[src/rtl/pipeline_ctrl_if.sv]
// Stall/exception handshake between pipeline stages and the central controller.
// master = pipeline stages raising requests; slave = pipeline_ctrl.
interface pipeline_ctrl_if #(
   parameter int unsigned CNT_W = 32
);
   logic             if_stall_req;
   logic             id_stall_req;
   logic             ex_stall_req;
   logic             mem_stall_req;
   logic             exc_valid;
   logic [31:0]      exc_handler;
   logic [4:0]       stall;
   logic [4:0]       bubble;
   logic [4:0]       flush;
   logic             redirect_valid;
   logic [31:0]      redirect_pc;
   logic             exc_ack;
   logic [CNT_W-1:0] stall_cycles;
   logic             stall_timeout;

   modport master (
      output if_stall_req, id_stall_req, ex_stall_req, mem_stall_req, exc_valid, exc_handler,
      input  stall, bubble, flush, redirect_valid, redirect_pc, exc_ack, stall_cycles,
             stall_timeout
   );

   modport slave (
      input  if_stall_req, id_stall_req, ex_stall_req, mem_stall_req, exc_valid, exc_handler,
      output stall, bubble, flush, redirect_valid, redirect_pc, exc_ack, stall_cycles,
             stall_timeout
   );
endinterface

[src/rtl/pipeline_ctrl.sv]
// Central pipeline controller: stall arbitration, precise-exception sequencing
// (drain, flush, redirect), saturating stall counter and stall watchdog.
module pipeline_ctrl #(
   parameter int unsigned TIMEOUT = 1023,
   parameter int unsigned CNT_W   = 32
) (
   input logic            clk,
   input logic            rst,
   pipeline_ctrl_if.slave bus
);

   localparam int unsigned    WD_W   = (TIMEOUT > 1) ? $clog2(TIMEOUT) : 1;
   localparam logic [WD_W-1:0] WD_MAX = WD_W'(TIMEOUT - 1);

   typedef enum logic [1:0] {StIdle, StDrain, StFlush} state_e;

   state_e           state_q;
   logic             flush_q;
   logic [31:0]      redirect_pc_q;
   logic [CNT_W-1:0] stall_cycles_q;
   logic [WD_W-1:0]  wd_cnt_q;
   logic             timeout_q;
   logic [4:0]       stall_c;

   always_comb begin
      stall_c = '0;
      case (state_q)
         StIdle: begin
            if (bus.exc_valid)          stall_c = 5'b11111;
            else if (bus.mem_stall_req) stall_c = 5'b01111;
            else if (bus.ex_stall_req)  stall_c = 5'b00111;
            else if (bus.id_stall_req)  stall_c = 5'b00011;
            else if (bus.if_stall_req)  stall_c = 5'b00001;
         end
         StDrain: stall_c = 5'b11111;
         default: stall_c = '0;
      endcase
   end

   assign bus.stall          = stall_c;
   // A register gets a NOP when its upstream neighbour holds but it advances.
   assign bus.bubble         = {stall_c[3:0] & ~stall_c[4:1], 1'b0};
   assign bus.flush          = {5{flush_q}};
   assign bus.redirect_valid = flush_q;
   assign bus.exc_ack        = flush_q;
   assign bus.redirect_pc    = redirect_pc_q;
   assign bus.stall_cycles   = stall_cycles_q;
   assign bus.stall_timeout  = timeout_q;

   // flush_q is set exactly on entry to StFlush, so it marks the single flush cycle.
   always_ff @(posedge clk) begin
      if (rst) begin
         state_q       <= StIdle;
         flush_q       <= 1'b0;
         redirect_pc_q <= '0;
      end else begin
         flush_q <= 1'b0;
         case (state_q)
            StIdle: begin
               if (bus.exc_valid) begin
                  redirect_pc_q <= bus.exc_handler;
                  if (bus.mem_stall_req) begin
                     state_q <= StDrain;
                  end else begin
                     state_q <= StFlush;
                     flush_q <= 1'b1;
                  end
               end
            end
            StDrain: begin
               if (!bus.mem_stall_req) begin
                  state_q <= StFlush;
                  flush_q <= 1'b1;
               end
            end
            StFlush: state_q <= StIdle;
            default: state_q <= StIdle;
         endcase
      end
   end

   always_ff @(posedge clk) begin
      if (rst) begin
         stall_cycles_q <= '0;
         wd_cnt_q       <= '0;
         timeout_q      <= 1'b0;
      end else begin
         if ((|stall_c) && (stall_cycles_q != '1)) begin
            stall_cycles_q <= stall_cycles_q + CNT_W'(1);
         end
         if (stall_c[0]) begin
            if (wd_cnt_q != WD_MAX) wd_cnt_q <= wd_cnt_q + WD_W'(1);
            if (wd_cnt_q == WD_MAX) timeout_q <= 1'b1;
         end else begin
            wd_cnt_q <= '0;
         end
      end
   end

endmodule

[src/flat_wrapper.sv]
// flat-port wrapper written by rule: the top's interface ports become plain ports
module pipeline_ctrl_flat 
#(
   parameter int unsigned TIMEOUT = 1023,
   parameter int unsigned CNT_W   = 32
)
  (clk, rst, bus_if_stall_req, bus_id_stall_req, bus_ex_stall_req, bus_mem_stall_req, bus_exc_valid, bus_exc_handler, bus_stall, bus_bubble, bus_flush, bus_redirect_valid, bus_redirect_pc, bus_exc_ack, bus_stall_cycles, bus_stall_timeout);
  pipeline_ctrl_if #(.CNT_W(CNT_W)) bus_i ();
  input logic clk;
  input logic rst;
  input wire logic [$bits(bus_i.if_stall_req)-1:0] bus_if_stall_req;
  input wire logic [$bits(bus_i.id_stall_req)-1:0] bus_id_stall_req;
  input wire logic [$bits(bus_i.ex_stall_req)-1:0] bus_ex_stall_req;
  input wire logic [$bits(bus_i.mem_stall_req)-1:0] bus_mem_stall_req;
  input wire logic [$bits(bus_i.exc_valid)-1:0] bus_exc_valid;
  input wire logic [$bits(bus_i.exc_handler)-1:0] bus_exc_handler;
  output wire logic [$bits(bus_i.stall)-1:0] bus_stall;
  output wire logic [$bits(bus_i.bubble)-1:0] bus_bubble;
  output wire logic [$bits(bus_i.flush)-1:0] bus_flush;
  output wire logic [$bits(bus_i.redirect_valid)-1:0] bus_redirect_valid;
  output wire logic [$bits(bus_i.redirect_pc)-1:0] bus_redirect_pc;
  output wire logic [$bits(bus_i.exc_ack)-1:0] bus_exc_ack;
  output wire logic [$bits(bus_i.stall_cycles)-1:0] bus_stall_cycles;
  output wire logic [$bits(bus_i.stall_timeout)-1:0] bus_stall_timeout;
  assign bus_i.if_stall_req = bus_if_stall_req;
  assign bus_i.id_stall_req = bus_id_stall_req;
  assign bus_i.ex_stall_req = bus_ex_stall_req;
  assign bus_i.mem_stall_req = bus_mem_stall_req;
  assign bus_i.exc_valid = bus_exc_valid;
  assign bus_i.exc_handler = bus_exc_handler;
  assign bus_stall = bus_i.stall;
  assign bus_bubble = bus_i.bubble;
  assign bus_flush = bus_i.flush;
  assign bus_redirect_valid = bus_i.redirect_valid;
  assign bus_redirect_pc = bus_i.redirect_pc;
  assign bus_exc_ack = bus_i.exc_ack;
  assign bus_stall_cycles = bus_i.stall_cycles;
  assign bus_stall_timeout = bus_i.stall_timeout;
  pipeline_ctrl #(.TIMEOUT(TIMEOUT), .CNT_W(CNT_W)) u_core (.clk(clk), .rst(rst), .bus(bus_i));
endmodule
[config.mk]
export PLATFORM = sky130hd
export DESIGN_NAME = pipeline_ctrl_flat
export DESIGN_NICKNAME = d
export VERILOG_FILES = /design/src/rtl/pipeline_ctrl_if.sv /design/src/rtl/pipeline_ctrl.sv /design/src/flat_wrapper.sv
export SDC_FILE = /design/constraint.sdc
export NUM_CORES = 1
export LEC_CHECK = 0
export ABC_AREA = 0
export CELL_PAD_IN_SITES_DETAIL_PLACEMENT = 1
export CELL_PAD_IN_SITES_GLOBAL_PLACEMENT = 2
export CORE_MARGIN = 1.5
export CORE_UTILIZATION = 27
export CTS_CLUSTER_DIAMETER = 60
export CTS_CLUSTER_SIZE = 8
export DETAILED_ROUTE_END_ITERATION = 7
export GPL_TIMING_DRIVEN = 0
export HOLD_SLACK_MARGIN = 0.08
export PLACE_DENSITY_LB_ADDON = 0.2
export SLEW_MARGIN = 10
export SYNTH_ARGS = -nofsm -noshare
export SYNTH_HDL_FRONTEND = slang
export SYNTH_SLANG_ARGS = --single-unit
export TNS_END_PERCENT = 30
[constraint.sdc]
create_clock -name clk -period 4.2 [get_ports clk]
set_input_delay 0.84 -clock clk [delete_from_list [all_inputs] [get_ports clk]]
set_output_delay 0.84 -clock clk [all_outputs]
set_load 0.01 [all_outputs]
==> flow_metrics.env <==
export IMPL_globalRoute_totalOverflow=0
export IMPL_wire_per_inst_um=15.62
export IMPL_worst_slack_ps=589.3
export IMPL_nets=599
export IMPL_start_util=0.2761
export IMPL_syn_instance_count=428
export IMPL_syn2layout_area_growth_pct=48.87
export IMPL_syn_num_nets=470
export IMPL_dp_cells=718
export IMPL_drc=0
export IMPL_ant_nets=0
export IMPL_worst_pin_slew_ps=716.9
export IMPL_place_area_um2=4881
export IMPL_dieArea_um2=13600
export IMPL_boundaryPins=121
export IMPL_synth_edff_count=0
export IMPL_ir_drop_mv=0.1598
export IMPL_leakage_nw=1.740
export IMPL_hold_viol=0
export IMPL_htreeDepth=3
export IMPL_synth_seq_cells=78
export IMPL_synth_compound_area_share=0.1619
export IMPL_post_dp_hpwl_um=8511
export IMPL_finalSetupViolations=0
export IMPL_nFillCells=1536
export IMPL_synth_cell_type_count=46
export IMPL_cts_root_buf="clkbuf_16"
export IMPL_drv_cap=0
export IMPL_antenna_found_initial=0
export IMPL_drt_iter0_drc=127
export IMPL_synth_ff_type="dfxtp_1"
export IMPL_yosysSeqAreaShare=0.4481
export IMPL_place_ws_ps=551.0
export IMPL_startpoint_type="primary input"
export IMPL_dr_pass1_iters=4
export IMPL_grt_max_degree=13
export IMPL_critPathKind="primary input to primary output"
export IMPL_rsz0062_at_grt="false"
export IMPL_slew_violations=0
export IMPL_avgSynthCellArea_um2=8.142
export IMPL_min_period_ps=3611
export IMPL_relSlewSlack=0.5221
export IMPL_grt_pass1_wl_um=18310
export IMPL_timing_hold_worst_class="flip-flop to flip-flop"
export IMPL_crit_required_ps=3360
export IMPL_detail_route_wirelength_um=11470
export IMPL_antennaDiodeCount=0
export IMPL_grt_pass1_vias=3607
export IMPL_clkSlewWorstSetupHoldPaths_ps=50
export IMPL_post_cts_buffers=0
export IMPL_yosysWarnings=0
export IMPL_core_um2=12620
export IMPL_vias=3539
export IMPL_die_x_um=116.6
export IMPL_fmax_mhz=277.0
export IMPL_cts_resized=0
export IMPL_cp_arrival_ps=2770
export IMPL_cp_end_kind="primary output"
export IMPL_gp_congestion=0.7828
export IMPL_pwr_density_cell_nw_per_um2=346.5
export IMPL_rows=41
export IMPL_synth_fa_ha_area_frac=0.01077
export IMPL_numCtsBuffers=9
export IMPL_skew_ps=6.039
export IMPL_crit_path_max_fanout=10
export IMPL_grt_total_usage=0.1765
export IMPL_cts_hold_buf=0
export IMPL_final_common_cell="clkdlybuf4s50_1"
export IMPL_synthArstFlopShare=0
export IMPL_instances_no_fill=734
export IMPL_tns_ps=0
export IMPL_status="completed"
export IMPL_die_y_um=116.6
export IMPL_drive_gt1_frac=0.05694
export IMPL_clock_sinks=78
export IMPL_min_period_over_period=0.8597
export IMPL_max_clock_path_buffers=2
export IMPL_final_area_um2=5187
export IMPL_syn_area_um2=3485
export IMPL_port_buffers=118
export IMPL_insertion_delay_ps=340
export IMPL_synth_xor_area_share=0.02765
export IMPL_total_power_mw=1.797
export IMPL_tritoncts="yes"
export IMPL_synth_mux_area_frac=0.009336
export IMPL_final_cell_mix="118 x clkdlybuf4s50_1, 84 x nand2_1, 78 x dfxtp_1"
export IMPL_synth_top_family_by_area="simple AND/OR/NAND/NOR gates"
export IMPL_yosys_area_share_simple=0.2855
export IMPL_viasPerCell=4.822
path summary, 6_finish.rpt:
path         slack (ps)                                      end                                     start  cells past startpoint
max                 590                             bus_stall[0]                             bus_exc_valid                      5
min                 450   u_core.bus.redirect_pc[0]$_SDFFE_PP0P_    u_core.bus.redirect_pc[0]$_SDFFE_PP0P_                      2
max reg2reg        1720  u_core.bus.stall_cycles[1]$_SDFFE_PP0P_  u_core.bus.stall_cycles[24]$_SDFFE_PP0P_                      8
min reg2reg         450   u_core.bus.redirect_pc[0]$_SDFFE_PP0P_    u_core.bus.redirect_pc[0]$_SDFFE_PP0P_                      2
kinds of logic (layout without fill, tap and decap cells):
kind of cell / after synthesis / in the layout
adder cells (fa/ha/maj): 3 / 3
other: 1 / 1
AO/OA/AOI/OAI: 95 / 95
flip-flops: 78 / 78
buffers and inverters: 37 / 171
XOR/XNOR: 11 / 11
multiplexers: 3 / 3
AND/OR/NAND/NOR: 200 / 200
registers in the layout (all words and copies together) (netlist names):
signal and cells:
u_core.bus.stall_cycles 32, u_core.wd_cnt_q 10, u_core.state_q 2, u_core.bus.stall_timeout 1, u_core.bus.redirect_pc 32, u_core.bus.exc_ack 1
critical path, stage by stage:
cell,delay (ps)
clkdlybuf4s50_1,490
nor3_1,440
a21oi_1,220
buf_2,260
clkdlybuf4s50_1,510
synthesized netlist by cell type (2+ instances only):
library cell | n | area share
or3_1 | 18 | 0.032
nor4_1 | 6 | 0.011
buf_1 | 5 | 0.0054
nor2_1 | 28 | 0.030
a21oi_1 | 60 | 0.086
o311ai_2 | 2 | 0.0093
or2_1 | 2 | 0.0036
ha_1 | 3 | 0.011
nor4b_1 | 2 | 0.0050
and4_1 | 6 | 0.015
a211oi_1 | 3 | 0.0065
and2_1 | 2 | 0.0036
o21ai_1 | 7 | 0.010
xnor2_1 | 3 | 0.0075
buf_4 | 8 | 0.017
o21ai_0 | 9 | 0.013
nand3_1 | 12 | 0.017
mux2_1 | 2 | 0.0065
nand2_1 | 84 | 0.090
o31ai_1 | 7 | 0.015
or4_1 | 9 | 0.019
nor2b_1 | 2 | 0.0036
inv_1 | 6 | 0.0065
clkbuf_1 | 15 | 0.016
nor3_1 | 8 | 0.011
nand4_1 | 14 | 0.025
dfxtp_1 | 78 | 0.45
xor2_1 | 8 | 0.020
nand4_2 | 2 | 0.0072
final cells by class:
type	count	area [um2]	share of cell area
multi-input cells	313	1729	0.3333
flip-flops and latches	78	1562	0.3010
repair buffers	118	1181	0.2277
clock buffers	14	294.0	0.05668
well taps	172	215.2	0.04149
plain buffers	31	171.4	0.03304
inverters	6	22.52	0.004342
clock inverters	2	12.51	0.002412
layer usage:
| layer | track usage | part of all wire | vias up |
|---|---|---|---|
| met3 | 0.04255 | 0.046 | 13 |
| li1 | - | - | 1777 |
| met4 | 0.06104 | 0.014 | 0 |
| met1 | 0.2100 | 0.45 | 1673 |
| met5 | 0 | 0 | - |
| met2 | 0.3114 | 0.49 | 76 |
per-stage QoR:
step | hold WS [ps] | utilization
2_1_floorplan | 448.4 | -
4_1_cts | 453.8 | 0.4111
3_3_place_gp | 443.3 | 0.3868
3_5_place_dp | 445.8 | 0.3868
6_report | 452.3 | 0.4111
5_1_grt | 464.9 | 0.4111
where the power goes:
group	total (mW)	internal, mW	switching, mW
Clock	0.789	0.480	0.309
Combinational	0.221	0.116	0.105
Sequential	0.787	0.767	0.0202
Total	1.80	1.36	0.435
Note: power is estimated with default switching activity, not from simulation.
